**src/rtl/crossing_pkg.sv**
```systemverilog
// Shared definitions for the pedestrian crossing controller: FSM states,
// default phase durations and the counter preload helper.
package crossing_pkg;

  typedef enum logic [1:0] {
    S_IDLE  = 2'd0,
    S_WALK  = 2'd1,
    S_BLINK = 2'd2
  } cross_state_e;

  localparam int unsigned WALK_DEF  = 6;
  localparam int unsigned BLINK_DEF = 4;

  // The counter runs duration-1 .. 0, so a phase lasts exactly dur cycles.
  function automatic logic [7:0] dur_load(input int unsigned dur);
    return 8'(dur - 1);
  endfunction

endpackage

```
**src/rtl/phase_timer.sv**
```systemverilog
// 8-bit phase duration counter: load, decrement toward zero, zero flag.
module phase_timer (
  input  logic       clk,
  input  logic       i_rst,
  input  logic       i_load,
  input  logic [7:0] i_load_val,
  input  logic       i_dec,
  output logic       o_zero
);

  logic [7:0] cnt_q;

  always_ff @(posedge clk) begin
    if (i_rst)                       cnt_q <= 8'd0;
    else if (i_load)                 cnt_q <= i_load_val;
    else if (i_dec && cnt_q != 8'd0) cnt_q <= cnt_q - 8'd1;
  end

  assign o_zero = (cnt_q == 8'd0);

endmodule

```
**src/rtl/pedestrian_crossing.sv**
```systemverilog
// Pedestrian crossing controller: starts a walk phase on the vehicle red edge
// when a request is pending, then blinks, and aborts if red is lost.
module pedestrian_crossing
  import crossing_pkg::*;
#(
  parameter int unsigned WALK  = WALK_DEF,
  parameter int unsigned BLINK = BLINK_DEF
) (
  input  logic clk,
  input  logic i_rst,
  input  logic i_red,
  input  logic i_yellow,
  input  logic i_green,
  input  logic i_button,
  output logic o_walk,
  output logic o_dont_walk,
  output logic o_req_pending,
  output logic o_abort
);

  localparam logic [7:0] WALK_LD  = dur_load(WALK);
  localparam logic [7:0] BLINK_LD = dur_load(BLINK);

  cross_state_e state_q;
  logic red_q, req_q, walk_q, dont_walk_q, abort_q;
  logic valid_red, red_edge, go;
  logic tmr_load, tmr_dec, tmr_zero;
  logic [7:0] tmr_val;

  always_comb begin
    valid_red = i_red & ~i_yellow & ~i_green;
    red_edge  = valid_red & ~red_q;
    go        = (state_q == S_IDLE) && red_edge && (req_q || i_button);
    tmr_load  = go || (state_q == S_WALK && valid_red && tmr_zero);
    tmr_val   = go ? WALK_LD : BLINK_LD;
    tmr_dec   = (state_q != S_IDLE) && valid_red;
  end

  phase_timer u_timer (
    .clk        (clk),
    .i_rst      (i_rst),
    .i_load     (tmr_load),
    .i_load_val (tmr_val),
    .i_dec      (tmr_dec),
    .o_zero     (tmr_zero)
  );

  always_ff @(posedge clk) begin
    if (i_rst) begin
      state_q     <= S_IDLE;
      red_q       <= 1'b0;
      req_q       <= 1'b0;
      walk_q      <= 1'b0;
      dont_walk_q <= 1'b1;
      abort_q     <= 1'b0;
    end else begin
      red_q   <= valid_red;
      abort_q <= 1'b0;
      case (state_q)
        S_IDLE: begin
          // Starting the walk consumes the request, even if pressed again now.
          if (go) begin
            state_q     <= S_WALK;
            walk_q      <= 1'b1;
            dont_walk_q <= 1'b0;
            req_q       <= 1'b0;
          end else if (i_button) begin
            req_q <= 1'b1;
          end
        end
        S_WALK: begin
          if (!valid_red) begin
            state_q     <= S_IDLE;
            walk_q      <= 1'b0;
            dont_walk_q <= 1'b1;
            abort_q     <= 1'b1;
          end else if (tmr_zero) begin
            state_q <= S_BLINK;
            walk_q  <= 1'b1;
          end
        end
        S_BLINK: begin
          if (i_button) req_q <= 1'b1;
          if (!valid_red) begin
            state_q     <= S_IDLE;
            walk_q      <= 1'b0;
            dont_walk_q <= 1'b1;
            abort_q     <= 1'b1;
          end else if (tmr_zero) begin
            state_q     <= S_IDLE;
            walk_q      <= 1'b0;
            dont_walk_q <= 1'b1;
          end else begin
            walk_q <= ~walk_q;
          end
        end
        default: begin
          state_q     <= S_IDLE;
          walk_q      <= 1'b0;
          dont_walk_q <= 1'b1;
        end
      endcase
    end
  end

  assign o_walk        = walk_q;
  assign o_dont_walk   = dont_walk_q;
  assign o_req_pending = req_q;
  assign o_abort       = abort_q;

endmodule

```
**config.mk**
```make
export PLATFORM = sky130hd
export DESIGN_NAME = pedestrian_crossing
export DESIGN_NICKNAME = d
export VERILOG_FILES = /design/src/rtl/crossing_pkg.sv /design/src/rtl/phase_timer.sv /design/src/rtl/pedestrian_crossing.sv
export SDC_FILE = /design/constraint.sdc
export NUM_CORES = 1
export LEC_CHECK = 0
export CAP_MARGIN = 20
export CORE_MARGIN = 2
export CORE_UTILIZATION = 53
export CTS_CLUSTER_SIZE = 10
export DETAILED_ROUTE_END_ITERATION = 12
export PLACE_DENSITY_LB_ADDON = 0.25
export SYNTH_ARGS = -nofsm -noshare
export SYNTH_HDL_FRONTEND = slang
export SYNTH_SLANG_ARGS = --single-unit
export TNS_END_PERCENT = 5
```
**constraint.sdc**
```tcl
create_clock -name clk -period 2.6 [get_ports clk]
set_input_delay 0.65 -clock clk [delete_from_list [all_inputs] [get_ports clk]]
set_output_delay 0.65 -clock clk [all_outputs]
set_load 0.03 [all_outputs]
```
; ---- After elaboration in Yosys (flattened, before gate mapping)
; Index checks and enable logic that the tools add are counted.
[totals]
register_bits = 15
in_bits = 6
out_inout_bits = 4
[classes]
n_addsub = 1
n_eq_ne = 6
n_mux = 23
bitwise = 8
reduce_logical = 19
[op_table]
columns = cell, n
row1 = 8-bit two-way mux, 2
row2 = 1-bit two-way mux, 11
row3 = 2-bit two-way mux, 5
row4 = 8-bit zero test, 1
row5 = 8-bit nonzero test, 1
row6 = "8-bit by 1-bit subtractor with 8-bit output, second input constant", 1
row7 = 1-bit logical AND, 6
row8 = "3-bit inequality test, second input constant", 2
row9 = 1-bit one-hot mux with 3 select lines, 2
row10 = 2-bit one-hot mux with 3 select lines, 1
row11 = 3-bit AND reduction, 2
row12 = 2-bit nonzero test, 3
row13 = 1-bit NOT, 5
row14 = "2-bit inequality test, second input constant", 2
row15 = 2-bit OR reduction, 2
row16 = 1-bit bitwise AND, 3
row17 = 3-bit two-way mux, 1
row18 = "2-bit by 1-bit == test with 1-bit output, second input constant", 1
row19 = "2-bit == test, second input constant", 1
row20 = 2-bit zero test, 1
row21 = 1-bit logical OR, 2
row22 = 1-bit one-hot mux with 2 select lines, 1
row23 = 2-bit AND reduction, 1

; ---- Longest topological paths before layout
; Gate-level depths: netlist (run 1).
[logic_depth]
depth_word = 8
mapped_depth = 7

; ---- Modules after synthesis
; Synthesis (run 1) repeated with hierarchy kept, for this count alone.
[unflattened]
hier_cells = 113
area_unflattened_um2 = 968.4
[by_module_without_submodules]
columns = mod, n_inst, cells_per_inst, area_each_um2, seq_area_each_um2
row1 = phase_timer, 1, 59, 515.5, 160.2
row2 = pedestrian_crossing, 1, 54, 452.9, 140.1

; ---- Worst setup path before layout (run 1)
; No wires, ideal clock.
[synth_path]
path_type = input -> register
startpoint = input i_yellow
endpoint = register walk_q (netlist: o_walk)
t_arrival_ns = 1.845
path_slack_ns = 0.635
path_stages = 5
path_buffers = 1
cell_sequence = or3b_4 -> buf_6 -> or4b_1 -> a22oi_1 -> a21oi_1
[synth_between]
elab_chain_cells = 8
word_cells_on_any_way = 12
[synth_rtl]
columns = item, line
row1 = from (decl), pedestrian_crossing.sv:12  ; input logic i_yellow,
row2 = 1-bit NOT (*), pedestrian_crossing.sv:31  ; valid_red = i_red & ~i_yellow & ~i_green;
row3 = 1-bit bitwise AND (*) (2 in series), pedestrian_crossing.sv:31
row4 = 1-bit bitwise AND, pedestrian_crossing.sv:32  ; red_edge = valid_red & ~red_q;
row5 = 1-bit logical AND (2 in series), pedestrian_crossing.sv:33  ; go = (state_q == S_IDLE) && red_edge && (req_q || i_button);
row6 = 2-bit inequality test (no source line), n/a
row7 = 2-bit AND reduction (no source line), n/a
row8 = to (signal assigned), pedestrian_crossing.sv:94  ; walk_q <= ~walk_q;
row9 = to (decl), pedestrian_crossing.sv:25  ; logic red_q, req_q, walk_q, dont_walk_q, abort_q;
; Every way passes the cells marked *; elsewhere a longest branch is shown, timed or not.
; A chain may end at the register's enable or synchronous reset.

; ---- Worst setup path in the final report (run 1)
[layout_path]
startpoint = input i_red
endpoint = register u_timer.cnt_q[1]
[layout_between]
elab_chain_cells = 7
word_cells_on_any_way = 13
[layout_rtl]
columns = item, line
row1 = from (decl), pedestrian_crossing.sv:11  ; input logic i_red,
row2 = 1-bit bitwise AND (*) (2 in series), pedestrian_crossing.sv:31
row3 = 1-bit bitwise AND, pedestrian_crossing.sv:32
row4 = 1-bit logical AND (2 in series), pedestrian_crossing.sv:33
row5 = 3-bit two-way mux / 1-bit logical OR (equally long branches), "pedestrian_crossing.sv:35, pedestrian_crossing.sv:34"
row6 = 8-bit two-way mux / 2-bit nonzero test (equally long branches), n/a
row7 = to (signal assigned), phase_timer.sv:15  ; else if (i_load) cnt_q <= i_load_val;
row8 = to (signal assigned), phase_timer.sv:16  ; else if (i_dec && cnt_q != 8'd0) cnt_q <= cnt_q - 8'd1;
row9 = to (decl), phase_timer.sv:11  ; logic [7:0] cnt_q;
; Marks and branches as above.

==> run_results.csv, run 1 <==
group,metric,value,unit
status,run_status,"completed",
power_and_ir_drop,clock_power_share,0.235,
synthesis,ys_types,44,
detailed_routing,wire_per_inst,15.8,um
sta,final.setup.tns,0,ns
sta,final-hold-violation-count,0,
power_and_ir_drop,power_frac_comb,0.323,
detailed_routing,drt_iter0_drc,20,
clocking,cts-resized-gates,0,
detailed_routing,vias_per_cell,6.19,
placement,hpwl_detailed,1.57,mm
die,coreArea,1690,sq um
cells_and_area,finalNetCount,130,
grt,grt_first_pass_wirelength,3.55,mm
synthesis,postSynthCellCount,104,
synthesis,postSynthRegisterBits,15,
sta,slew_headroom,0.684,
cells_and_area,drive_gt1_frac,0.145,
clocking,clockBufferDepth,2,
placement,place_congestion,0.884,
cells_and_area,n_fill_cell,159,
cells_and_area,area_delta_synth_final,15.3,%
worst_setup_path,worst_path_dominant_cell_family,"compound AO/OA/AOI/OAI gates",
detailed_routing,routed-via-count,830,
detailed_routing,detail_route.drc_violations,0,
sta,layout_worst_path_cycle_share,0.854,
job,drv.max_cap_violation_count,0,
sta,report.final.setup_viol,0,
grt,via_count_of_the_first_global_routing_pass,804,
clocking,holdBufCountCts,0,
sta,final.setup.worst_slack,0.380,ns
hold_path,worst_min_delay_path_category,"reg -> reg",
worst_setup_path,critical_path.endpoint_type,"flop",
cells_and_area,n_antenna_cell,0,
grt,grt_antenna_before_repair,0,
synthesis,syn_area,933,sq um
power_and_ir_drop,sw_frac_of_total,0.352,
synthesis,post_synth.cell_area_avg,8.97,sq um
worst_setup_path,largest_stage_delay_on_the_critical_path,0.47,ns
grt,gr-usage-all-layers,0.238,
clocking,clk_lat_worst_skew,0.29,ns
sta,finalMaxSlewViolations,0,
grt,grt-ovfl-total,0,
power_and_ir_drop,vdd.ir_drop.worst,0.391,mV
detailed_routing,detail_route.wirelength,2.12,mm
power_and_ir_drop,cellLeakagePower,0.395,nW
clocking,cts_root_buffer,"sky130_fd_sc_hd__clkbuf_4",
synthesis,seq_area_frac_synth,0.322,
synthesis,mappedNetlistNets,116,
worst_setup_path,timing.critical_path.from_type,"primary input",
clocking,htree_levels,1,
worst_setup_path,worst-path-max-fanout,7,
clocking,cts_setup_buffers,0,
detailed_routing,detail-route-antenna-nets,0,
die,fp.dieArea,2110,sq um
power_and_ir_drop,relative_contribution_of_sequential_cells_to_total_power,0.443,
sta,max_freq,450,MHz
synthesis,synth-warning-count,0,
power_and_ir_drop,p_sw,207,uW
sta,finClkSkew,0.00721,ns
clocking,cts-buffers-inserted,3,
die,die_height,46.0,um
power_and_ir_drop,pwr_per_cell_area,547,nW/um^2
sta,unrepaired_setup_endpoints_after_global_routing,"no",
worst_setup_path,rrSetupSlack,0.59,ns
worst_setup_path,cp.arrival,2.44,ns
clocking,clock_tree_from_tritoncts,"built",
placement,detailedPlace.worstSlack,0.0778,ns
worst_setup_path,critical_path_class,"in -> reg",
placement,port_buffers,9,
sta,final.min_clock_period,2.22,ns
die,number_of_i_o_pins,10,
die,std_cell_rows,15,
clocking,clkTransAtPathRegs,0.10,ns
power_and_ir_drop,p_int,382,uW
die,initial_core_util,0.553,
power_and_ir_drop,post-layout-total-power,589,uW
detailed_routing,drt_pre_antenna_iters,4,
clocking,clock_sinks,15,
sta,timing_worst_slew_pin_value,0.471,ns
worst_setup_path,critical_path_buf_inv_count,1,
worst_setup_path,crit_path_top_delay_cell,"sky130_fd_sc_hd__clkdlybuf4s50_1",
worst_setup_path,cp.required,2.82,ns
grt,grt_max_degree,11,
die,dieWidth,46.0,um
worst_setup_path,worstPathCellList,"clkdlybuf4s50_1 > or3b_4 > a211oi_1 > mux2_1 > a211oi_2",
cells_and_area,final_util,0.637,
==> placed cells by master (no fill, tap or decap), types with 3 or more instances in the layout <==
| cell type | count |
|---|---|
| sky130_fd_sc_hd__clkdlybuf4s50_1 | 9 |
| sky130_fd_sc_hd__clkbuf_4 | 3 |
| sky130_fd_sc_hd__a211oi_1 | 4 |
| sky130_fd_sc_hd__nor3_1 | 3 |
| sky130_fd_sc_hd__dfxtp_1 | 15 |
| sky130_fd_sc_hd__ha_1 | 6 |
| sky130_fd_sc_hd__a21oi_1 | 6 |
| sky130_fd_sc_hd__o31ai_1 | 3 |
| sky130_fd_sc_hd__buf_4 | 3 |
| sky130_fd_sc_hd__inv_1 | 7 |
| sky130_fd_sc_hd__nor2_1 | 14 |
==> Yosys cell counts (all sizes together) <==
master    n  area share
inv       7       0.028
and3      2       0.013
nor4      2       0.036
nand2b    1      0.0067
a211oi    5       0.046
nor2b     2       0.013
o41ai     1      0.0094
nor3      4       0.027
dfxtp    15        0.32
nand4     1      0.0067
ha        6       0.080
buf       1       0.012
o31ai     3       0.024
or4       3       0.028
xor2      2       0.019
o31a      1      0.0094
nor3b     2       0.021
a22oi     2       0.016
o32ai     1      0.0094
o21a      1      0.0080
a311oi    1      0.0094
or3       2       0.013
or3b      2       0.021
a21oi     7       0.042
o21ai     3       0.020
a221o     1       0.011
a31oi     1      0.0067
a211o     2       0.019
mux2      1       0.012
clkbuf    2      0.0080
nand3     2       0.011
nand2     1      0.0040
or4b      1       0.011
nor2     14       0.056
mux2i     1       0.011
o2111ai   1      0.0094
==> metrics by stage <==
stage	hold slack, ns	cell area [sq um]	cells
floorplan	0.445	933	104
global placement	0.474	1050	130
detailed placement	0.486	1050	130
CTS	0.500	1080	134
global route	0.535	1080	134
finish	0.492	1080	134
==> routing by layer <==
layer | share of wire | GRT usage | vias up
met3 | 0.024 | 0.0357 | 4
li1 | - | - | 420
met5 | 0 | 0 | -
met4 | 0.021 | 0.103 | 0
met2 | 0.48 | 0.394 | 20
met1 | 0.47 | 0.304 | 386
==> state kept, by name (all words and copies together) (netlist names) <==
register	flops
o_abort	1
o_dont_walk	1
o_req_pending	1
o_walk	1
red_q	1
state_q	2
u_timer.cnt_q	8
==> final cells by class <==
| type | instances | area (sq um) | area share |
|---|---|---|---|
| Clock buffer | 3 | 22.5 | 0.0209 |
| Clock inverter | 1 | 5.00 | 0.00465 |
| Inverter | 7 | 26.3 | 0.0244 |
| Multi-Input combinational cell | 79 | 588 | 0.547 |
| Sequential cell | 15 | 300 | 0.279 |
| Tap cell | 17 | 21.3 | 0.0198 |
| Timing Repair Buffer | 12 | 113 | 0.105 |
==> worst reg2reg max path, stage by stage, from the launching register on <==
cell	delay (ns)
sky130_fd_sc_hd__dfxtp_1	0.44
sky130_fd_sc_hd__inv_1	0.10
sky130_fd_sc_hd__ha_1	0.33
sky130_fd_sc_hd__or3_1	0.51
sky130_fd_sc_hd__or4_1	0.42
sky130_fd_sc_hd__a21oi_1	0.15
==> cells by family (layout without fill, tap and decap cells) <==
family	count (synthesis)	in the layout	synth area share
flops	15	15	0.322
mux	2	2	0.0228
compound gates	30	30	0.239
xor+xnor	2	2	0.0188
simple gates	39	39	0.269
fa+ha+maj	6	6	0.0804
buf+inv	10	23	0.0483
==> power groups by stage <==
stage | Sequential (mW) | Combinational, mW | Clock (mW)
after CTS | 0.261 | 0.187 | 0.141
final | 0.261 | 0.190 | 0.138
after detailed placement | 0.266 | 0.185 | 0
after floorplan | 0.281 | 0.115 | 0
after global placement | 0.265 | 0.185 | 0
after global routing | 0.263 | 0.207 | 0.152
==> worst paths after layout <==
kind	startpoint	to	depth (start not counted)
max	i_red	u_timer.cnt_q[1]$_SDFFE_PP0P_	5
min reg2reg	u_timer.cnt_q[0]$_SDFFE_PP0P_	u_timer.cnt_q[0]$_SDFFE_PP0P_	1
min	u_timer.cnt_q[0]$_SDFFE_PP0P_	u_timer.cnt_q[0]$_SDFFE_PP0P_	1
max reg2reg	state_q[0]$_SDFFE_PP0P_	u_timer.cnt_q[3]$_SDFFE_PP0P_	5
(Power assumes the default switching activity.)
==> run 2: changes to the inputs <==
- CAP_MARGIN: 20 -> not set
- SYNTH_HIERARCHICAL: not set -> 1
==> run 2 against run 1 <==
Compared with the run above: maximum frequency decreased by 7.8%; worst setup slack worse by 0.19 ns; final area up 14%; register-to-register slack got worse by 0.33 ns; clock skew is 0.0048 ns lower; routed wire length decreased by 0.66%; utilization up 7.2 points; largest power group unchanged; critical path depth rose by 4; sequential power down 4%; global-route usage down 0.43 points; via count rose by 6.7%; highest routed layer unchanged; worst hold slack better by 0.0039 ns.
==> run_results.csv, run 2 <==
group,metric,value,unit
placement,hpwl_detailed,1.57,mm
synthesis,yosys.area.top_type_share,0.310,
synthesis,synth-xor-area-share,0.0271,
job,drv.max_cap_violation_count,0,
detailed_routing,detail-route-antenna-nets,0,
power_and_ir_drop,sw_frac_of_total,0.299,
sta,holdWs,0.496,ns
synthesis,syn_area,968,sq um
grt,grt_first_pass_wirelength,3.58,mm
synthesis,synth_adder_area_share,0.0775,
die,number_of_i_o_pins,10,
worst_setup_path,critical_path_class,"in -> reg",
cells_and_area,biggestRegsByFlops,"u_timer/cnt_q (8), state_q (2)",
clocking,clock_tree_from_tritoncts,"built",
cells_and_area,finalInstanceArea,1220,sq um
cells_and_area,area_delta_synth_final,26.5,%
clocking,htree_levels,1,
cells_and_area,commonest_non_fill_non_tap_cell_in_the_layout,"sky130_fd_sc_hd__dfxtp_1",
worst_setup_path,rr_worst_depth,8,
clocking,clkTransAtPathRegs,0.09,ns
hold_path,min_delay_path_depth,2,
detailed_routing,drt_pre_antenna_iters,4,
placement,place_congestion,0.795,
grt,gr-usage-all-layers,0.234,
clocking,cts-buffers-inserted,3,
grt,grt_antenna_before_repair,0,
synthesis,ys_dominant_reg_cell,"sky130_fd_sc_hd__dfxtp_1",
synthesis,synth_simple_gate_area_share,0.269,
worst_setup_path,critical_path.endpoint_type,"flop",
synthesis,netlist_top_cells_area,"sky130_fd_sc_hd__dfxtp_1 (31%), sky130_fd_sc_hd__ha_1 (7.8%), sky130_fd_sc_hd__nor2_1 (5.0%)",
grt,via_count_of_the_first_global_routing_pass,818,
cells_and_area,drive_gt1_frac,0.221,
worst_setup_path,largest_stage_delay_on_the_critical_path,0.46,ns
worst_setup_path,path_common_cell,"sky130_fd_sc_hd__buf_4",
hold_path,hold_path_end,"o_walk$_SDFFE_PP0P_",
worst_setup_path,worst-path-max-fanout,8,
synthesis,synth.area.mux_share,0.0207,
worst_setup_path,crit-reg2reg-capture,"u_timer/cnt_q[5]$_SDFFE_PP0P_",
detailed_routing,drt_iter0_drc,9,
worst_setup_path,rrSetupSlack,0.26,ns
power_and_ir_drop,relative_contribution_of_sequential_cells_to_total_power,0.493,
die,fp.dieArea,2190,sq um
sta,finalMaxSlewViolations,0,
worst_setup_path,cp.required,2.80,ns
clocking,clock_sinks,15,
worst_setup_path,crit-reg2reg-launch,"u_timer/cnt_q[2]$_SDFFE_PP0P_",
synthesis,postSynthRegisterBits,15,
sta,finClkSkew,0.00244,ns
synthesis,post_synth.cell_area_avg,8.57,sq um
placement,placement.cell_area,1190,sq um
synthesis,synth_enable_flop_cells,0,
clocking,clockBufferDepth,2,
worst_setup_path,crit_path_top_delay_cell,"sky130_fd_sc_hd__clkdlybuf4s50_1",
synthesis,main_combinational_cell_family_by_area_after_synthesis,"simple AND/OR/NAND/NOR gates",
sta,final-hold-violation-count,0,
cells_and_area,n_antenna_cell,0,
hold_path,worst_min_delay_path_category,"reg -> reg",
sta,layout_worst_path_cycle_share,0.926,
sta,unrepaired_setup_endpoints_after_global_routing,"no",
synthesis,cell_type_with_the_highest_aggregate_area_in_the_netlist,"sky130_fd_sc_hd__dfxtp_1",
synthesis,synth-compound-area-share,0.234,
synthesis,commonest_cells_in_the_netlist,"sky130_fd_sc_hd__dfxtp_1 (15), sky130_fd_sc_hd__nor2_1 (13), sky130_fd_sc_hd__inv_1 (10), sky130_fd_sc_hd__a21oi_1 (6), sky130_fd_sc_hd__ha_1 (6)",
power_and_ir_drop,vdd.ir_drop.worst,0.310,mV
die,dieWidth,46.7,um
placement,port_buffers,9,
die,initial_core_util,0.561,
power_and_ir_drop,power_frac_comb,0.235,
sta,max_freq,415,MHz
die,coreArea,1730,sq um
cells_and_area,finalNetCount,153,
cells_and_area,final_util,0.709,
sta,final.min_clock_period,2.41,ns
cells_and_area,most-common-layout-cells,"sky130_fd_sc_hd__dfxtp_1 (15), sky130_fd_sc_hd__buf_4 (13), sky130_fd_sc_hd__nor2_1 (12)",
clocking,cts_root_buffer,"sky130_fd_sc_hd__clkbuf_4",
grt,grt_max_degree,11,
sta,report.final.setup_viol,0,
worst_setup_path,worstPathCellList,"clkdlybuf4s50_1 > or3b_4 > buf_4 > nor3_2 > nand2_1 > o21ai_1 > clkinv_1 > buf_4 > a311oi_1",
sta,final.setup.worst_slack,0.192,ns
cells_and_area,largest_register_ffs,8,
die,die_height,46.7,um
synthesis,synthArstFlopShare,0,
detailed_routing,detail_route.drc_violations,0,
grt,grt-ovfl-total,0,
detailed_routing,wire_per_inst,12.7,um
detailed_routing,routed-via-count,886,
clocking,clk_lat_worst_skew,0.29,ns
placement,detailedPlace.worstSlack,-0.151,ns
power_and_ir_drop,p_int,356,uW
synthesis,synth.most_common_cell,"sky130_fd_sc_hd__dfxtp_1",
status,run_status,"completed",
die,std_cell_rows,15,
synthesis,postSynthCellCount,113,
synthesis,seq_area_frac_synth,0.310,
cells_and_area,largest_register,"u_timer/cnt_q",
power_and_ir_drop,p_sw,152,uW
power_and_ir_drop,cellLeakagePower,0.477,nW
power_and_ir_drop,pwr_per_cell_area,415,nW/um^2
synthesis,ys_types,40,
detailed_routing,detail_route.wirelength,2.10,mm
worst_setup_path,cp.arrival,2.61,ns
detailed_routing,vias_per_cell,5.37,
power_and_ir_drop,clock_power_share,0.272,
worst_setup_path,timing.critical_path.from_type,"primary input",
synthesis,synth-warning-count,6,
hold_path,worstHoldStart,"o_walk$_SDFFE_PP0P_",
power_and_ir_drop,post-layout-total-power,509,uW
run 2: cell types whose count changed after synthesis, moves of 3 or more:
cell                      delta
sky130_fd_sc_hd__inv_1       +3
sky130_fd_sc_hd__nand2_1     +4
sky130_fd_sc_hd__nor3b_1     +3
sky130_fd_sc_hd__xnor2_1     +3
run 2: timing repair:
item | CTS | global route
setup buffers | 0 | 0
hold buffers | 0 | 0
endpoints found under the setup margin | 0 | 1
resized for setup | 0 | 2
run 2: logic make-up (layout without fill, tap and decap cells):
logic type	Yosys count	after routing
adder cells (fa/ha/maj)	6	6
AO/OA/AOI/OAI	29	29
other	2	6
AND/OR/NAND/NOR	42	42
XOR/XNOR	3	3
buffers and inverters	14	37
multiplexers	2	2
flip-flops	15	15
run 2: how the worst max path moves through the flow:
stage                                  start                       endpoint  slack [ns]  cells after the start
6_report                               i_red  u_timer/cnt_q[5]$_SDFFE_PP0P_        0.19                      9
5_1_grt                                i_red  u_timer/cnt_q[5]$_SDFFE_PP0P_        0.06                      9
4_1_cts                                i_red  u_timer/cnt_q[5]$_SDFFE_PP0P_        0.16                      7
3_5_place_dp                           i_red  u_timer/cnt_q[5]$_SDFFE_PP0P_       -0.15                      7
3_3_place_gp                           i_red  u_timer/cnt_q[7]$_SDFFE_PP0P_       -0.10                      7
2_1_floorplan  u_timer/cnt_q[2]$_SDFFE_PP0P_  u_timer/cnt_q[1]$_SDFFE_PP0P_        0.18                      8
run 2: per-stage QoR:
| step | setup TNS, ns | instances |
|---|---|---|
| 2_1_floorplan | 0 | 117 |
| 3_3_place_gp | -0.348 | 161 |
| 3_5_place_dp | -0.711 | 161 |
| 4_1_cts | 0 | 165 |
| 5_1_grt | 0 | 165 |
| 6_report | 0 | 165 |
run 2: cell type report:
cell class	count	area, sq um
clock buffers	4	26.3
multi-input cells	88	638
well taps	25	31.3
flip-flops and latches	15	300
inverters	11	41.3
repair buffers	22	188
fillers	147	502
run 2: layer usage:
metal	wire length, um	GRT usage	share of wire
met5	0	0	0
met2	935	0.317	0.44
met1	1090	0.344	0.52
met4	18	0.122	0.0086
met3	58	0.0538	0.028
run 2: power groups by stage:
stage	clock, mW	sequential (mW)	combinational [mW]
floorplan	0	0.261	0.0650
global placement	0	0.255	0.113
detailed placement	0	0.256	0.116
finish	0.138	0.251	0.120
global route	0.155	0.253	0.130
CTS	0.144	0.251	0.117
run 2: critical path, delay by kind of cell:
family	cells	cell delay, ns
compound gates	2	0.39
buf+inv	4	0.92
simple gates	3	0.64
